File: config.mk
export PLATFORM = sky130hd
export DESIGN_NAME = slowram_arb
export DESIGN_NICKNAME = d
export VERILOG_FILES = /design/src/rtl/slowram_arb.sv
export SDC_FILE = /design/constraint.sdc
export NUM_CORES = 1
export LEC_CHECK = 0
export ABC_AREA = 1
export CAP_MARGIN = 5
export CORE_MARGIN = 2
export CORE_UTILIZATION = 45
export DETAILED_ROUTE_END_ITERATION = 8
export PLACE_DENSITY = 0.68
export SYNTH_ARGS = -nofsm -noshare
export SYNTH_HDL_FRONTEND = slang
export SYNTH_SLANG_ARGS = --single-unit
File: constraint.sdc
create_clock -name clk_sys -period 3.6 [get_ports clk_sys]
set_input_delay 0.36 -clock clk_sys [delete_from_list [all_inputs] [get_ports clk_sys]]
set_output_delay 0.36 -clock clk_sys [all_outputs]
set_load 0.02 [all_outputs]
File: src/rtl/slowram_arb.sv
// slowram_arb: arbitrates direct CPU E0/E1 accesses and queued shadow writes onto one
// slow-RAM operation per 1 MHz slot; queued shadow writes always drain before CPU access.
module slowram_arb #(
    parameter int SLOT_DIV   = 14,
    parameter int FIFO_DEPTH = 4
) (
    input  logic                        clk_sys,
    input  logic                        reset,
    input  logic                        cpu_req,
    input  logic                        cpu_we,
    input  logic [16:0]                 cpu_addr,
    input  logic [7:0]                  cpu_din,
    output logic [7:0]                  cpu_dout,
    output logic                        cpu_wait,
    input  logic                        shd_req,
    input  logic [16:0]                 shd_addr,
    input  logic [7:0]                  shd_data,
    output logic                        ram_ce,
    output logic                        ram_we,
    output logic [16:0]                 ram_addr,
    output logic [7:0]                  ram_din,
    input  logic [7:0]                  ram_dout,
    output logic                        slot,
    output logic                        fifo_full,
    output logic [$clog2(FIFO_DEPTH):0] fifo_count
);
    localparam int CW = SLOT_DIV > 1 ? $clog2(SLOT_DIV) : 1;
    localparam int PW = FIFO_DEPTH > 1 ? $clog2(FIFO_DEPTH) : 1;
    localparam int NW = $clog2(FIFO_DEPTH) + 1;

    typedef enum logic [2:0] {IDLE, WAIT_SLOT, ACCESS, DATA, DRAIN} state_t;

    state_t        state, ret;
    logic [CW-1:0] cnt;
    logic [PW-1:0] rd_ptr, wr_ptr;
    logic [16:0]   fifo_addr [FIFO_DEPTH];
    logic [7:0]    fifo_data [FIFO_DEPTH];
    logic          lat_we;
    logic [16:0]   lat_addr;
    logic [7:0]    lat_din, dout_r;
    logic          empty, pop, push;

    function automatic logic [PW-1:0] ptr_next(input logic [PW-1:0] p);
        return (p == PW'(FIFO_DEPTH - 1)) ? '0 : p + 1'b1;
    endfunction

    assign slot      = cnt == CW'(SLOT_DIV - 1);
    assign empty     = fifo_count == '0;
    assign fifo_full = fifo_count == NW'(FIFO_DEPTH);
    // The head is popped on the slot cycle itself so a full FIFO can accept a write that same cycle.
    assign pop       = slot && !empty && (state == IDLE || state == WAIT_SLOT);
    assign push      = shd_req && (!fifo_full || pop);
    assign cpu_wait  = (cpu_req && state == IDLE) || state == WAIT_SLOT || state == ACCESS ||
                       (state == DRAIN && ret == WAIT_SLOT) || (shd_req && fifo_full && !pop);
    // Read data is forwarded straight from the RAM in DATA so the CPU can release that cycle.
    assign cpu_dout  = (state == DATA && !lat_we) ? ram_dout : dout_r;

    always_ff @(posedge clk_sys) begin
        if (push) begin
            fifo_addr[wr_ptr] <= shd_addr;
            fifo_data[wr_ptr] <= shd_data;
        end
    end

    always_ff @(posedge clk_sys) begin
        if (reset) begin
            state      <= IDLE;
            ret        <= IDLE;
            cnt        <= '0;
            rd_ptr     <= '0;
            wr_ptr     <= '0;
            fifo_count <= '0;
            ram_ce     <= 1'b0;
            ram_we     <= 1'b0;
            ram_addr   <= '0;
            ram_din    <= '0;
            dout_r     <= '0;
            lat_we     <= 1'b0;
            lat_addr   <= '0;
            lat_din    <= '0;
        end else begin
            cnt        <= slot ? '0 : cnt + 1'b1;
            fifo_count <= fifo_count + NW'(push) - NW'(pop);
            ram_ce     <= 1'b0;
            ram_we     <= 1'b0;
            if (push) wr_ptr <= ptr_next(wr_ptr);
            if (pop) rd_ptr <= ptr_next(rd_ptr);
            case (state)
                IDLE, WAIT_SLOT: begin
                    if (pop) begin
                        ram_ce   <= 1'b1;
                        ram_we   <= 1'b1;
                        ram_addr <= fifo_addr[rd_ptr];
                        ram_din  <= fifo_data[rd_ptr];
                        ret      <= state;
                        state    <= DRAIN;
                    end else if (state == WAIT_SLOT && slot) begin
                        ram_ce   <= 1'b1;
                        ram_we   <= lat_we;
                        ram_addr <= lat_addr;
                        ram_din  <= lat_din;
                        state    <= ACCESS;
                    end else if (state == IDLE && cpu_req) begin
                        lat_we   <= cpu_we;
                        lat_addr <= cpu_addr;
                        lat_din  <= cpu_din;
                        state    <= WAIT_SLOT;
                    end
                end
                ACCESS: state <= DATA;
                DATA: begin
                    if (!lat_we) dout_r <= ram_dout;
                    state <= IDLE;
                end
                DRAIN: state <= ret;
                default: state <= IDLE;
            endcase
        end
    end
endmodule

Word-level counts from Yosys, hierarchy flattened
Memory sizes are Yosys's and may differ from the RTL's. A register that Yosys moved wholly into a read port is not among the register bits.
Cells that the tools add are included.
{"block": "totals", "regBits": 78, "mem_bits_rw": 100, "input_bits": 63, "elab_cells": 85, "memories": 2}
{"block": "op_classes", "add_sub_neg": 5, "eq_ne": 10, "n_mux": 21, "bitwise": 4, "n_reduce_logical": 29}
{"memory": "fifo_addr", "depth": 4, "word_bits": 17, "rd": 1, "rd_clocked_by_memory_dff": 1, "write_ports": 1, "line": "36", "source": "logic [16:0] fifo_addr [FIFO_DEPTH];"}
{"memory": "fifo_data", "depth": 4, "word_bits": 8, "rd": 1, "rd_clocked_by_memory_dff": 1, "write_ports": 1, "line": "37", "source": "logic [7:0] fifo_data [FIFO_DEPTH];"}
{"operator": "$mux 17", "n": 2}
{"operator": "$mux 8", "n": 3}
{"operator": "$mux 2", "n": 6}
{"operator": "$logic_and 1x1->1", "n": 9}
{"operator": "$mux 3", "n": 3}
{"operator": "$pmux 3 s3", "n": 1}
{"operator": "$eq 3x1->1 const B", "n": 2}
{"operator": "$eq 3x2->1 const B", "n": 2}
{"operator": "$eq 3x3->1 const B", "n": 2}
{"operator": "$logic_not 3->1", "n": 2}
{"operator": "$logic_or 1x1->1", "n": 6}
{"operator": "$mux 1", "n": 6}
{"operator": "$reduce_and 2->1", "n": 3}
{"operator": "$reduce_or 2->1", "n": 3}
{"operator": "$add 2x1->2 const B", "n": 2}
{"operator": "$add 4x1->4 const B", "n": 1}
{"operator": "$eq 2x2->1 const B", "n": 2}
{"operator": "$eq 4x4->1 const B", "n": 1}
{"operator": "$logic_not 1->1", "n": 4}
{"operator": "$ne 4x4->1 const B", "n": 1}
{"operator": "$not 1->1", "n": 4}
{"operator": "$reduce_and 4->1", "n": 1}
{"operator": "$add 3x1->3", "n": 1}
{"operator": "$sub 3x1->3", "n": 1}
{"operator": "$reduce_bool 2->1", "n": 1}

Logic depth before layout (Yosys ltp)
{"block": "depth", "word_depth": 8, "mapped_depth": 12}

Worst setup path before layout
Ideal clock, no wire load.
{"block": "synth_path", "path_type": "reg2reg", "startpoint": "register cnt[0]", "endpoint": "memory fifo_addr[0][0] (enable)", "setup_ps": 407, "arrival_time_ps": 2313, "required_ps": 3193, "setup_slack_ps": 880, "path_stages_with_launch": 8, "path_cell_list": "dfxtp_1 ha_1 nand2_1 nor2_4 nand3_4 nand2_1 nand2_1 nor2_1"}
{"block": "synth_via", "elab_chain_cells": 7}
{"item": "from (decl)", "line": "34", "source": "logic [CW-1:0] cnt;"}
{"item": "from (signal assigned)", "line": "82", "source": "cnt <= slot ? '0 : cnt + 1'b1;"}
{"item": "$eq 4x4->1", "line": "47", "source": "assign slot = cnt == CW'(SLOT_DIV - 1);"}
{"item": "net slot", "line": "23", "source": "output logic slot,"}
{"item": "$logic_and 1x1->1 (2 in a row)", "line": "51", "source": "assign pop = slot && !empty && (state == IDLE || state == WAIT_SLOT);"}
{"item": "$logic_or 1x1->1", "line": "52", "source": "assign push = shd_req && (!fifo_full || pop);"}
{"item": "$logic_and 1x1->1", "line": "52"}
{"item": "$mux 1", "line": "59", "source": "if (push) begin"}
{"item": "$mux 1 (implied by the code)", "line": "60", "source": "fifo_addr[wr_ptr] <= shd_addr;"}
{"item": "to (decl)", "line": "36"}
The timed path passes the listed nets, and every way through them passes these cells.

Worst setup path after layout
{"block": "layout_path", "startpoint": "register state[0]", "endpoint": "output cpu_wait"}
{"block": "layout_via", "elab_chain_cells": 6, "elab_cells_between_ends": 14, "classes_between": "3 x eq/ne; 11 x reduce/logical"}
{"item": "from (decl)", "line": "33", "source": "state_t state, ret;"}
{"item": "from (signal assigned)", "line": "115", "source": "DRAIN: state <= ret;"}
{"item": "$eq 3x1->1 or $logic_not 3->1 (tied branches)", "line": "51, 53"}
{"item": "$logic_or 1x1->1 or $logic_and 1x1->1 (tied branches)", "line": "51, 53"}
{"item": "$logic_and 1x1->1 or $logic_or 1x1->1 (tied branches)", "line": "51, 53"}
{"item": "$logic_not 1->1 or $logic_or 1x1->1 (tied branches)", "line": "54, 53"}
{"item": "$logic_and 1x1->1 or $logic_or 1x1->1 (tied branches)", "line": "54, 53"}
{"item": "$logic_or 1x1->1 *", "line": "54", "source": "(state == DRAIN && ret == WAIT_SLOT) || (shd_req && fifo_full && !pop);"}
{"item": "to (decl)", "line": "14", "source": "output logic cpu_wait,"}
Mark *: on every way between the ends. The rest lies on a longest branch, timed or not.

==> qor.csv <==
stage,metric,value,unit
routing,per-cell routed wire length,13.6,um
setup_path,critical path's slowest cell,clkdlybuf4s50_1,
synth,Avg Inst Size Synth,8.85,sq um
run_status,outcome,completed,
setup_path,Crit Path Max Fanout,36,
synth,area share of the leading cell type in the synthesized netlist,0.406,
pwr,Pwr per Cell Area,519,nW/um^2
setup_path,Setup Crit Path Kind,flip-flop to primary output,
synth,Yosys warning count,0,
synth,post-synth top area cell,edfxtp_1,
timing,Slew Limit Fails,0,
timing,hold_ws,0.470,ns
pwr,peak supply drop,0.000349,V
synth,Synth cell types,30,
routing,Via Count,5485,
clock_tree,clock transition at the registers of the reported paths,0.06,ns
clock_tree,CTS tree,yes,
timing,setup TNS,0,ns
synth,ys async rst share,0,
synth,Synth Net Count,908,
cells_and_area,Seq. cell area,4600,sq um
cells_and_area,final net count,998,
clock_tree,CTS Sinks,180,
run,max cap viols,0,
synth,post-synthesis sequential area ratio,0.622,
routing,initial drt markers,376,
timing,Fmax,0.338,GHz
setup_path,Arrival @ worst endpoint,2.60,ns
synth,Post-Syn Area,7400,sq um
cells_and_area,# diodes,0,
floorplan,DIE WIDTH,132,um
cells_and_area,P&R area growth vs syn,24.6,%
synth,Synth area leaders,"edfxtp_1 41%, dfxtp_1 22%, nor2_1 12%",
routing,Via density,4.75,
timing,worst relative slew slack,0.444,
routing,Post-route DRC,0,
synth,top_reg_cell synth,edfxtp_1,
timing,Least-Margin Pin Slew,0.829,ns
pwr,leakage power,3.82,nW
place,PortBufs,103,
setup_path,"Req. time, crit path",3.24,ns
floorplan,Core ar.,16000,sq um
routing,Post-DRT Antenna Nets,0,
timing,final hold viol count,0,
timing,clk_skew,0.00594,ns
grt,All-Layer GR Usage,0.187,
timing,final setup violation count,0,
place,Final Wtd Congestion,0.799,
timing,Final Cycle Share,0.822,
grt,vias in the first global route,5151,
clock_tree,clock latency on the worst-skew pair,0.43,ns
grt,initial antenna violation count,0,
hold_path,Tightest Hold Check Type,flip-flop to flip-flop,
floorplan,# rows,46,
clock_tree,setup bufs post-CTS,0,
clock_tree,root buf cell,clkbuf_16,
setup_path,CP Cell Sequence,nor2_2 > nand2_1 > nand2_2 > nand3_4 > nand3_1 > o311ai_0 > clkdlybuf4s50_1,
grt,total gr overflow,0,
synth,"count leader, synth",nor2_1,
clock_tree,Num CTS Buffers,17,
routing,DRT Pass-1 Iters,5,
clock_tree,Post-CTS Hold Fix Bufs,0,
setup_path,Worst setup EP type,primary output,
place,Post-DP HPWL,10000,um
floorplan,I/O pins,104,
clock_tree,post-CTS sizing,0,
routing,final wirelength,15700,um
grt,largest net degree at the start of global routing,60,
floorplan,Die Ht,132,um
synth,"EDFF count, synth",100,
clock_tree,H-Tree Depth,4,
setup_path,"slowest stage delay, CP",0.59,ns
setup_path,"CP delay by family, top",simple AND/OR/NAND/NOR gates,
synth,"flops & latches, synth",180,
cells_and_area,filler instances,1407,
clock_tree,Longest Clk Path Bufs,2,
setup_path,worst path buffer plus inverter count,1,
cells_and_area,area occupied by multi-input gates,2370,sq um
synth,cells after synthesis,836,
cells_and_area,layout cells sized above 1,0.0607,
grt,first-pass GRT wire length,25700,um
timing,Tmin final,2.96,ns
timing,unrepaired setup endpoints after global routing,no,
floorplan,initial cell density of the core,0.462,
floorplan,die footprint,17500,sq um
setup_path,CP Launch Type,flip-flop,
synth,Synth top cells by count,"234 x nor2_1, 186 x nand2_1, 100 x edfxtp_1",
where the power goes:
group          internal (mW)  total [mW]  switching [mW]
clock                   1.17        1.95           0.787
combinational          0.192       0.479           0.287
sequential              2.30        2.35          0.0464
total                   3.66        4.78            1.12
worst reg2reg max path: stages (launching register included):
cell and delay [ns]:
dfxtp_1 0.38, nor2_2 0.23, nand2_1 0.13, nand2_2 0.13, nand3_4 0.35, nand2_1 0.32
nand2_1 0.19, nor2_2 0.11, buf_4 0.36
per-layer routing:
| metal | track usage | up-vias | routed length, um | part of all wire |
|---|---|---|---|---|
| li1 | - | 2838 | - | - |
| met1 | 0.259 | 2483 | 7400 | 0.47 |
| met2 | 0.292 | 142 | 7180 | 0.46 |
| met3 | 0.0350 | 22 | 855 | 0.054 |
| met4 | 0.0723 | 0 | 292 | 0.019 |
| met5 | 0 | - | 0 | 0 |
logic make-up after synthesis:
family,after synthesis,share of synthesized area
buffers and inverters,105,0.0590
and+or+nand+nor,444,0.235
adders and majority gates,9,0.0162
xor gates and xnor gates,1,0.00118
DFF,180,0.622
AOI/OAI and AO/OA,97,0.0663
sequential cells by signal, indices dropped and copies added (netlist names), 4 cells and up, named ones only:
name       count
cnt            4
dout_r         8
fifo_addr     68
fifo_data     32
lat_addr      17
lat_din        8
ram_addr      17
ram_din        8
stage by stage:
step,cell area [sq um],power [mW],instances,setup slack [ns],utilization
3_5_place_dp,8580,2.88,1123,1.06,0.536
6_report,9220,4.78,1155,0.640,0.576
3_3_place_gp,8580,2.87,1123,1.14,0.536
5_1_grt,9220,4.98,1155,0.447,0.576
4_1_cts,9220,4.83,1155,0.603,0.576
2_1_floorplan,7400,2.68,836,0.880,-
cells in the final DEF, fill, tap and decap left out, types with 2 or more instances in the layout:
cell type        count
a21oi_1              8
buf_4                9
bufinv_16            4
clkbuf_16           17
clkdlybuf4s50_1    103
clkinv_2             2
clkinv_4             6
clkinvlp_4           2
dfxtp_1             80
edfxtp_1           100
ha_1                 8
inv_1               60
inv_2                3
nand2_1            186
nand3_1             11
nand4_1              3
nor2_1             230
nor2_2               5
o21ai_0             67
o21ai_1             19
or2_2                2
final cells by class:
class                           instances  area share
Sequential cell                       180       0.500
Multi-Input combinational cell        551       0.257
Timing Repair Buffer                  112       0.119
Clock buffer                           17      0.0462
Tap cell                              216      0.0293
Inverter                               64      0.0261
Clock inverter                         15      0.0224
worst paths after layout:
path / cells after the start / slack [ns] / start / end
max: 7 / 0.64 / state[0] / cpu_wait
min: 2 / 0.47 / ret[1] / ret[1]
max reg2reg: 8 / 1.05 / state[0] / fifo_addr[1][5]
min reg2reg: 2 / 0.47 / ret[1] / ret[1]
No activity file was read; power rests on OpenSTA's default activity.
